`src/rtl/mat_pkg.sv`:
```
// Shared types and constants for the 4x4 matrix dot-product sequencer.
package mat_pkg;

  localparam int DATA_W = 32;
  localparam int DIM    = 4;
  localparam int VEC_W  = DIM * DATA_W;
  localparam int MAT_W  = DIM * DIM * DATA_W;
  localparam int JOBS   = DIM * DIM;
  localparam int IDX_W  = $clog2(DIM);
  localparam int NW     = $clog2(JOBS);

  typedef enum logic [2:0] {
    IDLE,
    CLEAR,
    ISSUE,
    WAIT,
    OUT
  } state_e;

  // Bit offset of element [i][j] in a row-major packed matrix line.
  function automatic int elem_lsb(input int i, input int j);
    return (i * DIM + j) * DATA_W;
  endfunction

endpackage

```
`src/rtl/mat_col_gather.sv`:
```
// Combinational extraction of row i of A and column j of B into the
// four-lane operand vectors of the dot unit.
module mat_col_gather
  import mat_pkg::*;
(
  input  logic [MAT_W-1:0] a_i,
  input  logic [MAT_W-1:0] b_i,
  input  logic [IDX_W-1:0] row_i,
  input  logic [IDX_W-1:0] col_i,
  output logic [VEC_W-1:0] set_one_o,
  output logic [VEC_W-1:0] set_two_o
);

  always_comb begin
    set_one_o = '0;
    set_two_o = '0;
    for (int k = 0; k < DIM; k++) begin
      set_one_o[k*DATA_W +: DATA_W] = a_i[elem_lsb(int'(row_i), k) +: DATA_W];
      set_two_o[k*DATA_W +: DATA_W] = b_i[elem_lsb(k, int'(col_i)) +: DATA_W];
    end
  end

endmodule

```
`src/rtl/mat_dot_sequencer.sv`:
```
// Drives the external dot unit through 16 row/column jobs to form C = A*B.
// Optional WAIT watchdog and err port enabled by defining MAT_SEQ_TIMEOUT_EN.
module mat_dot_sequencer
  import mat_pkg::*;
#(
  parameter int TIMEOUT_CYC = 64
) (
  input  logic              clk,
  input  logic              reset,
  input  logic              in_valid,
  output logic              in_ready,
  input  logic [MAT_W-1:0]  in_mat_a,
  input  logic [MAT_W-1:0]  in_mat_b,
  output logic              out_valid,
  input  logic              out_ready,
  output logic [MAT_W-1:0]  out_mat_c,
  output logic              busy,
  output logic              dp_reset_n,
  output logic              dp_start,
  output logic [VEC_W-1:0]  dp_set_one,
  output logic [VEC_W-1:0]  dp_set_two,
  input  logic [DATA_W-1:0] dp_result,
  input  logic              dp_done
`ifdef MAT_SEQ_TIMEOUT_EN
 ,output logic              err
`endif
);

  state_e           state_q;
  logic [NW-1:0]    n_q;
  logic [MAT_W-1:0] a_q, b_q, c_q;
  logic             out_valid_q, busy_q, dp_start_q, dp_reset_n_q;

`ifdef MAT_SEQ_TIMEOUT_EN
  localparam int TW = $clog2(TIMEOUT_CYC + 1);
  logic          err_q;
  logic [TW-1:0] timer_q;
  assign err = err_q;
`endif

  mat_col_gather u_gather (
    .a_i       (a_q),
    .b_i       (b_q),
    .row_i     (n_q[NW-1 -: IDX_W]),
    .col_i     (n_q[IDX_W-1:0]),
    .set_one_o (dp_set_one),
    .set_two_o (dp_set_two)
  );

  // Outputs are registered alongside the state they belong to; the dot unit's
  // clear is only pulsed in CLEAR so a sticky done never leaks into a new job.
  always_ff @(posedge clk or posedge reset) begin
    if (reset) begin
      state_q      <= IDLE;
      n_q          <= '0;
      a_q          <= '0;
      b_q          <= '0;
      c_q          <= '0;
      out_valid_q  <= 1'b0;
      busy_q       <= 1'b0;
      dp_start_q   <= 1'b0;
      dp_reset_n_q <= 1'b0;
`ifdef MAT_SEQ_TIMEOUT_EN
      err_q        <= 1'b0;
      timer_q      <= '0;
`endif
    end else begin
      unique case (state_q)
        IDLE: begin
          if (in_valid) begin
            a_q          <= in_mat_a;
            b_q          <= in_mat_b;
            n_q          <= '0;
            busy_q       <= 1'b1;
            dp_reset_n_q <= 1'b0;
            dp_start_q   <= 1'b0;
            state_q      <= CLEAR;
          end
        end
        CLEAR: begin
          dp_reset_n_q <= 1'b1;
          dp_start_q   <= 1'b1;
          state_q      <= ISSUE;
        end
        ISSUE: begin
`ifdef MAT_SEQ_TIMEOUT_EN
          timer_q <= '0;
`endif
          state_q <= WAIT;
        end
        WAIT: begin
          if (dp_done) begin
            c_q[elem_lsb(int'(n_q[NW-1 -: IDX_W]), int'(n_q[IDX_W-1:0])) +: DATA_W] <= dp_result;
            dp_start_q <= 1'b0;
            if (n_q == NW'(JOBS - 1)) begin
              busy_q      <= 1'b0;
              out_valid_q <= 1'b1;
              state_q     <= OUT;
            end else begin
              n_q          <= n_q + 1'b1;
              dp_reset_n_q <= 1'b0;
              state_q      <= CLEAR;
            end
          end
`ifdef MAT_SEQ_TIMEOUT_EN
          else if (timer_q == TW'(TIMEOUT_CYC - 1)) begin
            err_q        <= 1'b1;
            dp_reset_n_q <= 1'b0;
            dp_start_q   <= 1'b0;
            busy_q       <= 1'b0;
            state_q      <= IDLE;
          end else begin
            timer_q <= timer_q + 1'b1;
          end
`endif
        end
        OUT: begin
          if (out_ready) begin
            out_valid_q <= 1'b0;
            state_q     <= IDLE;
          end
        end
        default: state_q <= IDLE;
      endcase
    end
  end

  assign in_ready   = (state_q == IDLE);
  assign out_valid  = out_valid_q;
  assign out_mat_c  = c_q;
  assign busy       = busy_q;
  assign dp_start   = dp_start_q;
  assign dp_reset_n = dp_reset_n_q;

endmodule

```
`config.mk`:
```
export PLATFORM = sky130hd
export DESIGN_NAME = mat_dot_sequencer
export DESIGN_NICKNAME = d
export VERILOG_FILES = /design/src/rtl/mat_pkg.sv /design/src/rtl/mat_col_gather.sv /design/src/rtl/mat_dot_sequencer.sv
export SDC_FILE = /design/constraint.sdc
export NUM_CORES = 2
export LEC_CHECK = 0
export ABC_AREA = 1
export CAP_MARGIN = 15
export CORE_AREA = 2 2 722 724
export DETAILED_ROUTE_END_ITERATION = 16
export DIE_AREA = 0 0 724 726
export SYNTH_ARGS = -nofsm -noshare
export SYNTH_HDL_FRONTEND = slang
export SYNTH_SLANG_ARGS = --single-unit
export TNS_END_PERCENT = 1
```
`constraint.sdc`:
```
create_clock -name clk -period 67.9 [get_ports clk]
set_input_delay 13.58 -clock clk [delete_from_list [all_inputs] [get_ports clk]]
set_output_delay 13.58 -clock clk [all_outputs]
set_load 0.1 [all_outputs]
```
# ---- After elaboration in Yosys (flattened, before gate mapping)
# Cells that the tools add are included.
dict set report totals {
  register_bits 1547
  inputBits 1061
  out_inout_bits 773
  elab_cells 74
}
dict set report classes {
  addsub 9
  n_eq_ne 10
  shift 10
  n_mux 24
  reduce_logical 12
}
# cell count
set op_table {}
lappend op_table {{$shiftx A512 B32 Y32} 6}
lappend op_table {{$bwmux W512} 1}
lappend op_table {{$shift A32 B33 Y512 const A} 1}
lappend op_table {{$shiftx A32 B33 Y512} 1}
lappend op_table {{$shiftx A512 B10 Y32} 1}
lappend op_table {{$shiftx A512 B8 Y32} 1}
lappend op_table {{$neg A10 Y33} 1}
lappend op_table {{$reduce_and A4 Y1} 4}
lappend op_table {{$pmux W3 S5} 1}
lappend op_table {{$mux W3} 4}
lappend op_table {{$mux W4} 3}
lappend op_table {{$add A4 B2 Y5 const A} 2}
lappend op_table {{$add A4 B2 Y5 const B} 2}
lappend op_table {{$mux W1} 10}
lappend op_table {{$ne A2 B2 Y1 const B} 5}
lappend op_table {{$pmux W4 S2} 1}
lappend op_table {{$eq A3 B2 Y1 const B} 2}
lappend op_table {{$pmux W1 S3} 2}
lappend op_table {{$reduce_and A3 Y1} 2}
lappend op_table {{$add A4 B1 Y5 const B} 1}
lappend op_table {{$add A4 B2 Y5} 1}
lappend op_table {{$add A3 B2 Y4 const A} 1}
lappend op_table {{$add A4 B1 Y4 const B} 1}
lappend op_table {{$eq A4 B4 Y1 const B} 1}
lappend op_table {{7 further kinds} 10}

# ---- Logic depth before layout (Yosys ltp)
dict set report depth {
  depth_word 4
  depth_mapped 15
  mapped_depth_nobuf 11
}

# ---- Modules after synthesis
# Synthesis repeated with hierarchy kept, for this count alone.
dict set report hier_totals {
  cells_unflattened 10221
  area_unflattened_um2 73986.0
}
# module n_inst cells_each area_per_inst_um2 seq_area_each_um2
set modules_own_cells {}
lappend modules_own_cells {mat_dot_sequencer 1 7231 61552.8 38712.1}
lappend modules_own_cells {mat_col_gather 1 2990 12433.2 0.0}

# ---- Worst setup path after synthesis
# OpenSTA, ideal clock, no wires.
dict set report synth_path {
  path_kind {register to output}
  startpoint {reg n_q[0]}
  endpoint {out dp_set_two[39]}
  t_arrival_ns 2.807
  t_required_ns 54.320
  path_slack_ns 51.513
  path_stages_with_launch 6
  path_buffers 3
  path_cell_list {dfrtp_1 -> clkbuf_1 -> clkbuf_1 -> clkbuf_1 -> nor2_1 -> o22ai_1}
}
dict set report synth_via {
  elab_chain_len 2
}
# element line_no
set synth_lines {}
lappend synth_lines {{start, declared} mat_dot_sequencer.sv:30} ;# logic [NW-1:0] n_q;
lappend synth_lines {{start signal, assigned} mat_dot_sequencer.sv:100} ;# n_q <= n_q + 1'b1;
lappend synth_lines {{$add A3 B2 Y4} mat_pkg.sv:22} ;# return (i * DIM + j) * DATA_W;
lappend synth_lines {{$shiftx A512 B32 Y32} mat_col_gather.sv:19} ;# set_two_o[k*DATA_W +: DATA_W] = b_i[elem_lsb(k, int'(col_i)) +: DATA_W];
lappend synth_lines {{end, declared} mat_dot_sequencer.sv:21} ;# output logic [VEC_W-1:0] dp_set_two,
# Every way passes these cells.

# ---- Final worst setup path
dict set report layout_path {
  startpoint {reg n_q[2]}
  endpoint {out dp_set_one[44]}
}
dict set report layout_via {
  elab_chain_len 2
}
# element line_no
set layout_lines {}
lappend layout_lines {{$add A4 B1 Y5} mat_pkg.sv:22}
lappend layout_lines {{$shiftx A512 B32 Y32} mat_col_gather.sv:18} ;# set_one_o[k*DATA_W +: DATA_W] = a_i[elem_lsb(int'(row_i), k) +: DATA_W];
lappend layout_lines {{end, declared} mat_dot_sequencer.sv:20} ;# output logic [VEC_W-1:0] dp_set_one,
# Every way passes these cells.

==> results.txt <==
FF-to-FF setup slack -> 62010 ps
hold-fix buffer count after cts -> 0
Reg power frac -> 31.3%
library cells used by synthesis -> 29
fin. max-slew vios -> 0
worst path required time -> 54320 ps
post-CTS sizing -> 0
Clk pwr share -> 24.7%
leading area contributor after synthesis -> dfrtp_1
post-CTS setup buffers -> 0
Max VDD drop -> 0.0398 mV
MaxCap Viol Count -> 0
die width -> 724 um
synthesis-to-finish area growth -> 48.0%
global-route wire length before repair -> 602000 um
Int Pwr -> 2260 uW
nets -> 11200
vias -> 68000
sw power -> 2140 uW
worst relative slew slack -> 12.8%
largest net degree at the start of global routing -> 211
run status -> complete, no violations
min Tclk post-route -> 19080 ps
io pins -> 1834
DRT Wirelength -> 459000 um
wire length per cell -> 26.4 um
Post-DP HPWL -> 365000 um
Overflow after GRT -> 0
Post-route DRC -> 0
Synth warnings -> 0
crit path launch type -> register
power share of the combinational group -> 44.0%
CTS tree -> yes
register area share after synthesis -> 57.2%
post-synth top area share -> 57.2%
synthesized area -> 0.0677 mm^2
Area contributors post-synth -> dfrtp_1, nand2_1, o21ai_0
Post-Syn Nets -> 9665
vias in the first global route -> 66300
# H-tree levels -> 4
initial antenna violation count -> 263
crit path max fanout -> 76
Starting Density -> 13.1%
RSZ-0062 raised after global routing -> false
DIE HEIGHT -> 726 um
drt first pass iters -> 6
Critical Path Sink Type -> primary output
Row Count -> 265
setup TNS -> 0 ps
share of cells above drive strength 1 -> 6.22%
Vias/cell -> 3.91
Total GRT Usage -> 16.7%
TritonCTS buffer count -> 194
Pwr per Cell Area -> 44.0 mW/mm^2
Static Leak -> 0.0468 uW
most common cell after layout, fill and taps aside -> nand2_1
Max Freq -> 52.4 MHz
Worst-Margin Slew -> 1300 ps
GPL Wtd Cong -> 0.971
core area -> 0.519 mm^2
critical path type -> register to primary output
die area -> 0.526 mm^2
Root Buffer Master -> clkbuf_16
Yosys reg bits -> 1547
sw frac -> 48.6%
critical path data arrival time -> 5500 ps
PortBufs -> 1833
worst-skew pair later-pin latency -> 950 ps
Sink Count -> 1547
leading cell types in the layout, fill and taps excluded -> nand2_1, clkdlybuf4s50_1, dfrtp_1
cell count after synthesis -> 8601
Max Clock Skew -> 145 ps
Final Hold Fails -> 0
Hold WC Path Type -> register to register
Initial DRC Count -> 6197
clock slew at reported path FFs -> 60 ps
Setup Viol. Count Final -> 0
total chip power -> 4400 uW
average size of a mapped cell -> 7.87 um^2
Final period util -> 28.1%
clock buffer depth -> 4
ANT nets after route -> 0
## layout make-up
type                       count  area, um^2
antenna                      111         278
clock buffer                 279        5670
clock inverter                69         912
fill                       58400      418000
inverter                     105         439
multi-input combinational   6355       26200
sequential                  1547       38700
tap                         6942        8690
timing repair buffer        1978       19200
## power groups by stage
| stage | clock [uW] | combinational, uW | sequential (uW) |
|---|---|---|---|
| finish | 1090 | 1940 | 1380 |
| CTS | 1120 | 1960 | 1380 |
| detailed placement | 0 | 1960 | 1390 |
| global placement | 0 | 1940 | 1390 |
| floorplan | 0 | 1250 | 1390 |
| global route | 1150 | 2070 | 1410 |
## flip-flops by register name, indices dropped and copies added (netlist names)
| signal | flops |
|---|---|
| a_q | 512 |
| out_mat_c | 512 |
| n_q | 4 |
| dp_reset_n | 1 |
| dp_start | 1 |
| out_valid | 1 |
| b_q | 512 |
| state_q | 3 |
| busy | 1 |
## cells in the mapped netlist (all sizes together)
| master | number |
|---|---|
| dfrtp | 1547 |
| clkinv | 1 |
| nor3 | 13 |
| inv | 104 |
| ha | 3 |
| o22ai | 256 |
| o21ai | 717 |
| nand2 | 4222 |
| nor2 | 814 |
| xor2 | 2 |
| buf | 182 |
| a21oi | 1 |
| nand3b | 2 |
| nand3 | 220 |
| nand4 | 104 |
| or2 | 1 |
| clkbuf | 412 |
## worst max-delay path, cell delays in order (launching register included)
cell	delay (ps)
dfrtp_4	610
inv_8	480
buf_4	710
buf_4	790
o21ai_0	170
o22ai_1	390
clkdlybuf4s50_1	1230
## per-layer routing
metal  vias up  GRT usage (%)  part of all wire [%]
met5         -              0                  0.18
met3       983           7.74                    12
met1     33100           18.8                    37
met2      3305           26.2                    45
met4       128           9.37                   6.3
li1      30500              -                     -
## through the flow
step / hold WS (ps) / utilization, % / std cells / worst slack (ps) / instance area (um^2)
finish: 461 / 19.3 / 17400 / 48820 / 100000
CTS: 467 / 19.2 / 17300 / 48770 / 99800
floorplan: 437 / - / 8601 / 10680 / 67700
detailed placement: 453 / 18.0 / 16900 / 48200 / 93200
global route: 478 / 19.3 / 17300 / 48460 / 100000
global placement: 448 / 18.0 / 16900 / 48260 / 93200
## logic make-up after synthesis
logic type | Yosys count | share of synthesized area (%)
and+or+nand+nor | 5376 | 30.8
DFF | 1547 | 57.2
AOI/OAI and AO/OA | 974 | 7.68
buffers and inverters | 699 | 4.25
adders and majority gates | 3 | 0.0555
xor gates and xnor gates | 2 | 0.0259
## path summary, 6_finish.rpt
check	startpoint	end	depth (start not counted)
max	n_q[2]	dp_set_one[44]	6
min	a_q[288]	a_q[288]	2
max reg2reg	state_q[0]	a_q[53]	13
min reg2reg	a_q[288]	a_q[288]	2
max in group asynchronous	reset	out_mat_c[498]	8
min in group asynchronous	reset	b_q[479]	2
(Power assumes the default switching activity.)
